`config.mk`:
```
export PLATFORM = sky130hd
export DESIGN_NAME = axil_arbiter_2x1
export DESIGN_NICKNAME = d
export VERILOG_FILES = /design/src/rtl/axil_arbiter_2x1.sv
export SDC_FILE = /design/constraint.sdc
export NUM_CORES = 1
export LEC_CHECK = 0
export BUFFER_PORTS_ARGS = -buffer_cell sky130_fd_sc_hd__buf_2
export CAP_MARGIN = 40
export CORE_AREA = 2 2 196 198
export CTS_CLUSTER_DIAMETER = 30
export DETAILED_ROUTE_END_ITERATION = 10
export DIE_AREA = 0 0 198 200
export SETUP_SLACK_MARGIN = 0.3
export SLEW_MARGIN = 20
export SYNTH_ARGS = -nofsm -noshare
export SYNTH_HDL_FRONTEND = slang
export SYNTH_SLANG_ARGS = --single-unit
```
`constraint.sdc`:
```
create_clock -name mpsoc_clk_100 -period 1.5 [get_ports mpsoc_clk_100]
set_input_delay 0.15 -clock mpsoc_clk_100 [delete_from_list [all_inputs] [get_ports mpsoc_clk_100]]
set_output_delay 0.15 -clock mpsoc_clk_100 [all_outputs]
set_load 0.1 [all_outputs]
```
`src/rtl/axil_arbiter_2x1.sv`:
```
// axil_arbiter_2x1: two AXI4-Lite masters onto one register slave.
// Read and write directions are arbitrated independently, round-robin, one outstanding each.
module axil_arbiter_2x1 #(
    parameter int ADDR_WIDTH = 40,
    parameter int DATA_WIDTH = 32
) (
    input  logic                    mpsoc_clk_100,
    input  logic                    axil_arst_n,
    input  logic [ADDR_WIDTH-1:0]   s0_axil_awaddr,
    input  logic [2:0]              s0_axil_awprot,
    input  logic                    s0_axil_awvalid,
    output logic                    s0_axil_awready,
    input  logic [DATA_WIDTH-1:0]   s0_axil_wdata,
    input  logic [DATA_WIDTH/8-1:0] s0_axil_wstrb,
    input  logic                    s0_axil_wvalid,
    output logic                    s0_axil_wready,
    output logic [1:0]              s0_axil_bresp,
    output logic                    s0_axil_bvalid,
    input  logic                    s0_axil_bready,
    input  logic [ADDR_WIDTH-1:0]   s0_axil_araddr,
    input  logic [2:0]              s0_axil_arprot,
    input  logic                    s0_axil_arvalid,
    output logic                    s0_axil_arready,
    output logic [DATA_WIDTH-1:0]   s0_axil_rdata,
    output logic [1:0]              s0_axil_rresp,
    output logic                    s0_axil_rvalid,
    input  logic                    s0_axil_rready,
    input  logic [ADDR_WIDTH-1:0]   s1_axil_awaddr,
    input  logic [2:0]              s1_axil_awprot,
    input  logic                    s1_axil_awvalid,
    output logic                    s1_axil_awready,
    input  logic [DATA_WIDTH-1:0]   s1_axil_wdata,
    input  logic [DATA_WIDTH/8-1:0] s1_axil_wstrb,
    input  logic                    s1_axil_wvalid,
    output logic                    s1_axil_wready,
    output logic [1:0]              s1_axil_bresp,
    output logic                    s1_axil_bvalid,
    input  logic                    s1_axil_bready,
    input  logic [ADDR_WIDTH-1:0]   s1_axil_araddr,
    input  logic [2:0]              s1_axil_arprot,
    input  logic                    s1_axil_arvalid,
    output logic                    s1_axil_arready,
    output logic [DATA_WIDTH-1:0]   s1_axil_rdata,
    output logic [1:0]              s1_axil_rresp,
    output logic                    s1_axil_rvalid,
    input  logic                    s1_axil_rready,
    output logic [ADDR_WIDTH-1:0]   m_axil_awaddr,
    output logic [2:0]              m_axil_awprot,
    output logic                    m_axil_awvalid,
    input  logic                    m_axil_awready,
    output logic [DATA_WIDTH-1:0]   m_axil_wdata,
    output logic [DATA_WIDTH/8-1:0] m_axil_wstrb,
    output logic                    m_axil_wvalid,
    input  logic                    m_axil_wready,
    input  logic [1:0]              m_axil_bresp,
    input  logic                    m_axil_bvalid,
    output logic                    m_axil_bready,
    output logic [ADDR_WIDTH-1:0]   m_axil_araddr,
    output logic [2:0]              m_axil_arprot,
    output logic                    m_axil_arvalid,
    input  logic                    m_axil_arready,
    input  logic [DATA_WIDTH-1:0]   m_axil_rdata,
    input  logic [1:0]              m_axil_rresp,
    input  logic                    m_axil_rvalid,
    output logic                    m_axil_rready
);

    typedef enum logic [1:0] {W_IDLE, W_XFER, W_RESP} w_state_e;
    typedef enum logic [1:0] {R_IDLE, R_ADDR, R_DATA} r_state_e;

    w_state_e w_state_q, w_state_d;
    r_state_e r_state_q, r_state_d;
    logic     w_gnt_q, w_gnt_d, w_last_q, w_last_d;
    logic     aw_done_q, aw_done_d, wd_done_q, wd_done_d;
    logic     r_gnt_q, r_gnt_d, r_last_q, r_last_d;
    logic     w_xfer, w_resp, w_act, r_addr, r_data, r_act;
    logic     aw_hs, wd_hs, b_hs, ar_hs, rd_hs, aw_ok, wd_ok;

    assign w_xfer = (w_state_q == W_XFER);
    assign w_resp = (w_state_q == W_RESP);
    assign w_act  = (w_state_q != W_IDLE);
    assign r_addr = (r_state_q == R_ADDR);
    assign r_data = (r_state_q == R_DATA);
    assign r_act  = (r_state_q != R_IDLE);
    assign aw_hs  = m_axil_awvalid & m_axil_awready;
    assign wd_hs  = m_axil_wvalid & m_axil_wready;
    assign b_hs   = m_axil_bvalid & m_axil_bready;
    assign ar_hs  = m_axil_arvalid & m_axil_arready;
    assign rd_hs  = m_axil_rvalid & m_axil_rready;
    assign aw_ok  = aw_done_q | aw_hs;
    assign wd_ok  = wd_done_q | wd_hs;

    always_ff @(posedge mpsoc_clk_100) begin
        if (!axil_arst_n) begin
            w_state_q <= W_IDLE;
            w_gnt_q   <= 1'b0;
            w_last_q  <= 1'b1;
            aw_done_q <= 1'b0;
            wd_done_q <= 1'b0;
            r_state_q <= R_IDLE;
            r_gnt_q   <= 1'b0;
            r_last_q  <= 1'b1;
        end else begin
            w_state_q <= w_state_d;
            w_gnt_q   <= w_gnt_d;
            w_last_q  <= w_last_d;
            aw_done_q <= aw_done_d;
            wd_done_q <= wd_done_d;
            r_state_q <= r_state_d;
            r_gnt_q   <= r_gnt_d;
            r_last_q  <= r_last_d;
        end
    end

    // Done flags self-clear on the cycle both AW and W have completed.
    always_comb begin
        w_state_d = w_state_q;
        w_gnt_d   = w_gnt_q;
        w_last_d  = w_last_q;
        aw_done_d = aw_done_q;
        wd_done_d = wd_done_q;
        case (w_state_q)
            W_IDLE: if (s0_axil_awvalid | s1_axil_awvalid) begin
                w_gnt_d   = (s0_axil_awvalid & s1_axil_awvalid) ? ~w_last_q : s1_axil_awvalid;
                w_state_d = W_XFER;
            end
            W_XFER: begin
                aw_done_d = aw_ok & ~wd_ok;
                wd_done_d = wd_ok & ~aw_ok;
                w_state_d = (aw_ok & wd_ok) ? W_RESP : W_XFER;
            end
            W_RESP: if (b_hs) begin
                w_last_d  = w_gnt_q;
                w_state_d = W_IDLE;
            end
            default: w_state_d = W_IDLE;
        endcase
    end

    always_comb begin
        m_axil_awaddr   = w_act ? (w_gnt_q ? s1_axil_awaddr : s0_axil_awaddr) : '0;
        m_axil_awprot   = w_act ? (w_gnt_q ? s1_axil_awprot : s0_axil_awprot) : '0;
        m_axil_wdata    = w_act ? (w_gnt_q ? s1_axil_wdata : s0_axil_wdata) : '0;
        m_axil_wstrb    = w_act ? (w_gnt_q ? s1_axil_wstrb : s0_axil_wstrb) : '0;
        m_axil_awvalid  = w_xfer & ~aw_done_q & (w_gnt_q ? s1_axil_awvalid : s0_axil_awvalid);
        m_axil_wvalid   = w_xfer & ~wd_done_q & (w_gnt_q ? s1_axil_wvalid : s0_axil_wvalid);
        m_axil_bready   = w_resp & (w_gnt_q ? s1_axil_bready : s0_axil_bready);
        s0_axil_awready = w_xfer & ~w_gnt_q & ~aw_done_q & m_axil_awready;
        s1_axil_awready = w_xfer & w_gnt_q & ~aw_done_q & m_axil_awready;
        s0_axil_wready  = w_xfer & ~w_gnt_q & ~wd_done_q & m_axil_wready;
        s1_axil_wready  = w_xfer & w_gnt_q & ~wd_done_q & m_axil_wready;
        s0_axil_bvalid  = w_resp & ~w_gnt_q & m_axil_bvalid;
        s1_axil_bvalid  = w_resp & w_gnt_q & m_axil_bvalid;
        s0_axil_bresp   = m_axil_bresp;
        s1_axil_bresp   = m_axil_bresp;
    end

    always_comb begin
        r_state_d = r_state_q;
        r_gnt_d   = r_gnt_q;
        r_last_d  = r_last_q;
        case (r_state_q)
            R_IDLE: if (s0_axil_arvalid | s1_axil_arvalid) begin
                r_gnt_d   = (s0_axil_arvalid & s1_axil_arvalid) ? ~r_last_q : s1_axil_arvalid;
                r_state_d = R_ADDR;
            end
            R_ADDR: r_state_d = ar_hs ? R_DATA : R_ADDR;
            R_DATA: if (rd_hs) begin
                r_last_d  = r_gnt_q;
                r_state_d = R_IDLE;
            end
            default: r_state_d = R_IDLE;
        endcase
    end

    always_comb begin
        m_axil_araddr   = r_act ? (r_gnt_q ? s1_axil_araddr : s0_axil_araddr) : '0;
        m_axil_arprot   = r_act ? (r_gnt_q ? s1_axil_arprot : s0_axil_arprot) : '0;
        m_axil_arvalid  = r_addr & (r_gnt_q ? s1_axil_arvalid : s0_axil_arvalid);
        m_axil_rready   = r_data & (r_gnt_q ? s1_axil_rready : s0_axil_rready);
        s0_axil_arready = r_addr & ~r_gnt_q & m_axil_arready;
        s1_axil_arready = r_addr & r_gnt_q & m_axil_arready;
        s0_axil_rvalid  = r_data & ~r_gnt_q & m_axil_rvalid;
        s1_axil_rvalid  = r_data & r_gnt_q & m_axil_rvalid;
        s0_axil_rdata   = m_axil_rdata;
        s1_axil_rdata   = m_axil_rdata;
        s0_axil_rresp   = m_axil_rresp;
        s1_axil_rresp   = m_axil_rresp;
    end

endmodule

```
Word level (Yosys, flattened, before mapping)
Index checks and enable logic that the tools add are counted.
{"block": "totals", "regBits": 10, "latchBits": 0, "ramBits": 0, "mem_bits_ro": 0, "input_bits": 297, "mem_count": 0}
{"block": "classes", "add_sub_neg": 0, "n_mul": 0, "n_div": 0, "order_cmp": 0, "n_eq_ne": 8, "shift": 0, "n_mux": 27, "bitwise": 51, "reduce_logical": 10}
{"op": "two-way mux 40 bit", "n": 4}
{"op": "two-way mux 32 bit", "n": 2}
{"op": "bitwise AND 1 bit", "n": 39}
{"op": "two-way mux 2 bit", "n": 6}
{"op": "two-way mux 3 bit", "n": 4}
{"op": "one-hot mux 2 bit (3 select lines)", "n": 2}
{"op": "AND reduction 2 bit", "n": 6}
{"op": "two-way mux 4 bit", "n": 2}
{"op": "inverter 1 bit", "n": 8}
{"op": "two-way mux 1 bit", "n": 7}
{"op": "equality test 2 x 1 -> 1 bit, second input constant", "n": 2}
{"op": "equality test 2 bit, second input constant", "n": 2}
{"op": "zero test 2 bit", "n": 2}
{"op": "!= test 2 x 1 -> 1 bit, second input constant", "n": 2}
{"op": "!= test 2 bit, second input constant", "n": 2}
{"op": "OR 1 bit", "n": 4}
{"op": "nonzero test 2 bit", "n": 2}

Longest topological paths before layout
{"block": "depth", "word_depth": 8, "depth_mapped": 5}

Least setup slack after synthesis
No wires, ideal clock.
{"block": "synth_timing", "kind": "reg-to-output", "from": "register r_gnt_q", "to": "output port s0_axil_arready", "t_arrival_ns": 3.546, "required_ns": 1.350, "path_slack_ns": -2.196, "stages_incl_launch_ff": 4, "cell_sequence": "dfxtp_1 > clkbuf_1 > buf_2 > nor4bb_1"}
{"block": "synth_via", "elab_chain_len": 3}
{"element": "start, declared", "line_no": "75", "rtl": "logic r_gnt_q, r_gnt_d, r_last_q, r_last_d;"}
{"element": "start signal, assigned", "line_no": "110", "rtl": "r_gnt_q <= r_gnt_d;"}
{"element": "inverter 1 bit", "line_no": "181", "rtl": "s0_axil_arready = r_addr & ~r_gnt_q & m_axil_arready;"}
{"element": "bitwise AND 1 bit (2 in series)", "line_no": "181"}
{"element": "end, declared", "line_no": "23", "rtl": "output logic s0_axil_arready,"}
Every way passes these cells.

Worst setup path in the final report
{"block": "layout_timing", "from": "register w_gnt_q", "to": "output port m_axil_awaddr[9]"}
{"block": "layout_via", "elab_chain_len": 2}
{"element": "start, declared", "line_no": "73", "rtl": "logic w_gnt_q, w_gnt_d, w_last_q, w_last_d;"}
{"element": "start signal, assigned", "line_no": "105", "rtl": "w_gnt_q <= w_gnt_d;"}
{"element": "two-way mux 40 bit (2 in series)", "line_no": "141", "rtl": "m_axil_awaddr = w_act ? (w_gnt_q ? s1_axil_awaddr : s0_axil_awaddr) : '0;"}
{"element": "end, declared", "line_no": "47", "rtl": "output logic [ADDR_WIDTH-1:0] m_axil_awaddr,"}
Every way passes these cells.

==> results.cfg <==
[pwr]
powerDensity_nw_per_um2 = 669
p_clk_frac = 0.068
leakagePower_uw = 0.00398
power.internal_uw = 3170
switchingPower_uw = 3890
sw_frac_of_total = 0.551
peakVddDrop_mv = 0.333
pwr-share-seq = 0.042
comb_power_share = 0.890

[yosys]
yosys.cell_types.count = 29
syn-num-nets = 715
synth.avg_cell_area_um2 = 7.09
yosys_warnings = 0
synth_seq_cells = 10
syn_area_um2 = 2960
synthCells = 418
yosysSeqAreaShare = 0.0676

[cells_and_area]
fin_area_um2 = 10600
drive_gt1_frac = 0.958
final_core_util = 0.282
area_growth_pct = 256
layoutNonFillerInstCount = 1318
nNetsFinal = 1104

[clock_network]
clock_latency_ns = 0.24
clk_pin_slew_worst_paths_ns = 0.04
cts_buffers = 3
postCtsHoldBufs = 0
clk_path_buf_depth = 2
htreeDepth = 1
ctsRootBufferMaster = clkbuf_16
cts_sinks = 10
cts_tree = built

[critical_path]
crit_path_top_delay_cell = dfxtp_4
critical-path-max-stage-delay_ns = 0.34
critPathBufInv = 5
cp-start-kind = flop
path_depth = 7
reg2reg_depth = 6
crit_family = buffers and inverters
crit_path_start = w_gnt_q
cp-end-kind = primary output
worstPathCellList = buf_4 -> buf_6 -> buf_4 -> buf_6 -> mux2i_4 -> nor2_4 -> buf_12
cp_data_required_time_ns = 1.35
path_class = reg -> out
cp_data_arrival_time_ns = 1.56
crit_path_max_fanout = 4
r2r_start = w_gnt_q

[floorplan]
die_x_um = 198
initial_utilization = 0.0792
core_area_um2 = 37400
die_area_um2 = 39600
pin_count = 506
rows = 71
fp.dieH_um = 200

[timing]
hold_ws_ns = 0.174
worst_pin_slew_ns = 0.488
hold_violations = 0
maxSlewHeadroom = 0.674
max_freq_mhz = 586
maxSlewViolCount = 0
fin_skew_ns = 0.000741
final_critical_path_setup_slack_ns = -0.206
layout_worst_path_cycle_share = 1.14
finalSetupViolCount = 134
finalCriticalPeriod_ns = 1.71
rsz0062_at_grt = true

[placement]
dp_slack_ns = -0.0423
portBuffers = 397
dpl.cell_count = 1279
dp_hpwl_um = 15600
place.gp.congestion = 0.790
postPlaceCellArea_um2 = 8270

[min_path]
worstHoldStart = axil_arst_n
holdPathStages = 2
min_path_type = in -> reg

[global_route]
grt_max_degree = 17
grt_pass1_wl_um = 27900
first_global_vias = 4756
grtUsageTotal = 0.0922
grt_overflow = 0
antenna_found_initial = 1

[detailed_routing]
drc_errors = 0
drt_wl_total_um = 20500
drtPass1Iterations = 4
routedWlPerCell_um = 15.5
num_vias = 4463
via_per_inst = 3.39
postRouteAntennaNets = 0
first_iter_violations = 89

[outcome]
status = complete, but fails checks
violations = negative setup slack

[run]
maxCapViolCount = 0
-- Yosys cell counts --
library cell  count  area [um2]
buf_4            72         541
nor4bb_1          1        10.0
o21ai_1           1        5.00
nand2b_1          2        12.5
nor4b_1           1        8.76
nor4_1            1        6.26
dfxtp_1          10         200
nand2_1          11        41.3
buf_2            13        65.1
nand3b_1          1        7.51
nor3b_1           1        7.51
nor3_1            2        10.0
a31o_1            1        8.76
nor2b_1           4        25.0
and4b_1           1        10.0
a31o_2            1        8.76
nor2_1          134         503
a32oi_1           3        26.3
and2_4            1        8.76
o21a_1            1        7.51
a21oi_1           4        20.0
mux2_4            2        30.0
and3_1            4        25.0
and2_1            3        18.8
mux2i_1         126        1260
a2111oi_4         1        27.5
clkbuf_1         14        52.6
inv_1             1        3.75
buf_6             1        11.3
-- flip-flops by register name, indices dropped and copies added (netlist names) --
name       flops
aw_done_q      1
r_gnt_q        1
wd_done_q      1
w_last_q       1
r_last_q       1
w_gnt_q        1
r_state_q      2
w_state_q      2
-- final cells by class --
cell class                 instances  area (um2)
inverter                           1        3.75
fill                            3735       26800
tap                              511         639
clock inverter                     1        3.75
multi-input combinational        307        4400
timing repair buffer             484        5210
antenna                            1        2.50
clock buffer                       3        75.1
sequential                        10         220
-- through the flow --
| step | power [uW] | setup TNS, ns |
|---|---|---|
| detailed placement | 5570 | -0.178 |
| global route | 7290 | -24.46 |
| finish | 7060 | -18.56 |
| floorplan | 4620 | -2.38 |
| CTS | 6890 | -18.67 |
| global placement | 5540 | -0.185 |
-- power by group through the flow --
stage	Clock (uW)	Sequential (uW)	Combinational, uW
after floorplan	0	305	4320
after global placement	0	306	5230
after detailed placement	0	307	5260
after CTS	489	297	6110
after global routing	507	299	6480
final	480	297	6280
-- per-layer routing --
layer | track usage | share of wire | vias to the layer above
met5 | 0 | 0 | -
met4 | 0.0175 | 0.017 | 0
met3 | 0.0210 | 0.074 | 26
met2 | 0.181 | 0.56 | 195
met1 | 0.101 | 0.35 | 2111
li1 | - | - | 2131
-- cell usage in the layout (no fill, tap or decap), types with 2 or more instances in the layout --
cell and count:
buf_16 8, and2_4 4, dfxtp_4 5, and3_4 4, buf_12 149, nor2_1 3
nor3_1 2, mux2i_1 9, mux2i_2 32, buf_2 260, nand2_2 4, a32oi_1 2
mux2i_4 85, buf_4 31, nor2b_4 2, clkbuf_16 5, nand2_1 6, buf_8 11
nor2_4 131, mux2_4 2, dfxtp_1 4, a21oi_2 4, buf_6 23
-- kinds of logic (layout without fill, tap and decap cells) --
logic type,count (synthesis),after routing,share of synthesized area
muxes,128,128,0.436
other,0,1,0
buffers and inverters,101,489,0.227
and+or+nand+nor,167,167,0.234
DFF,10,10,0.0676
AOI/OAI and AO/OA,12,12,0.0351
-- repair_timing --
action / 4_1_cts / 5_1_grt
gates cloned: 5 / 2
endpoints found under the setup margin: 146 / 146
resized for setup: 304 / 55
setup buffers: 20 / 7
pin swaps: 12 / 17
-- worst paths after layout --
check                           to  slack (ns)
setup / recovery  m_axil_awaddr[9]       -0.21
hold / removal            w_last_q        0.17
setup reg to reg      w_state_q[0]       -0.15
hold reg to reg           w_last_q        0.48
No activity file was read; power rests on OpenSTA's default activity.
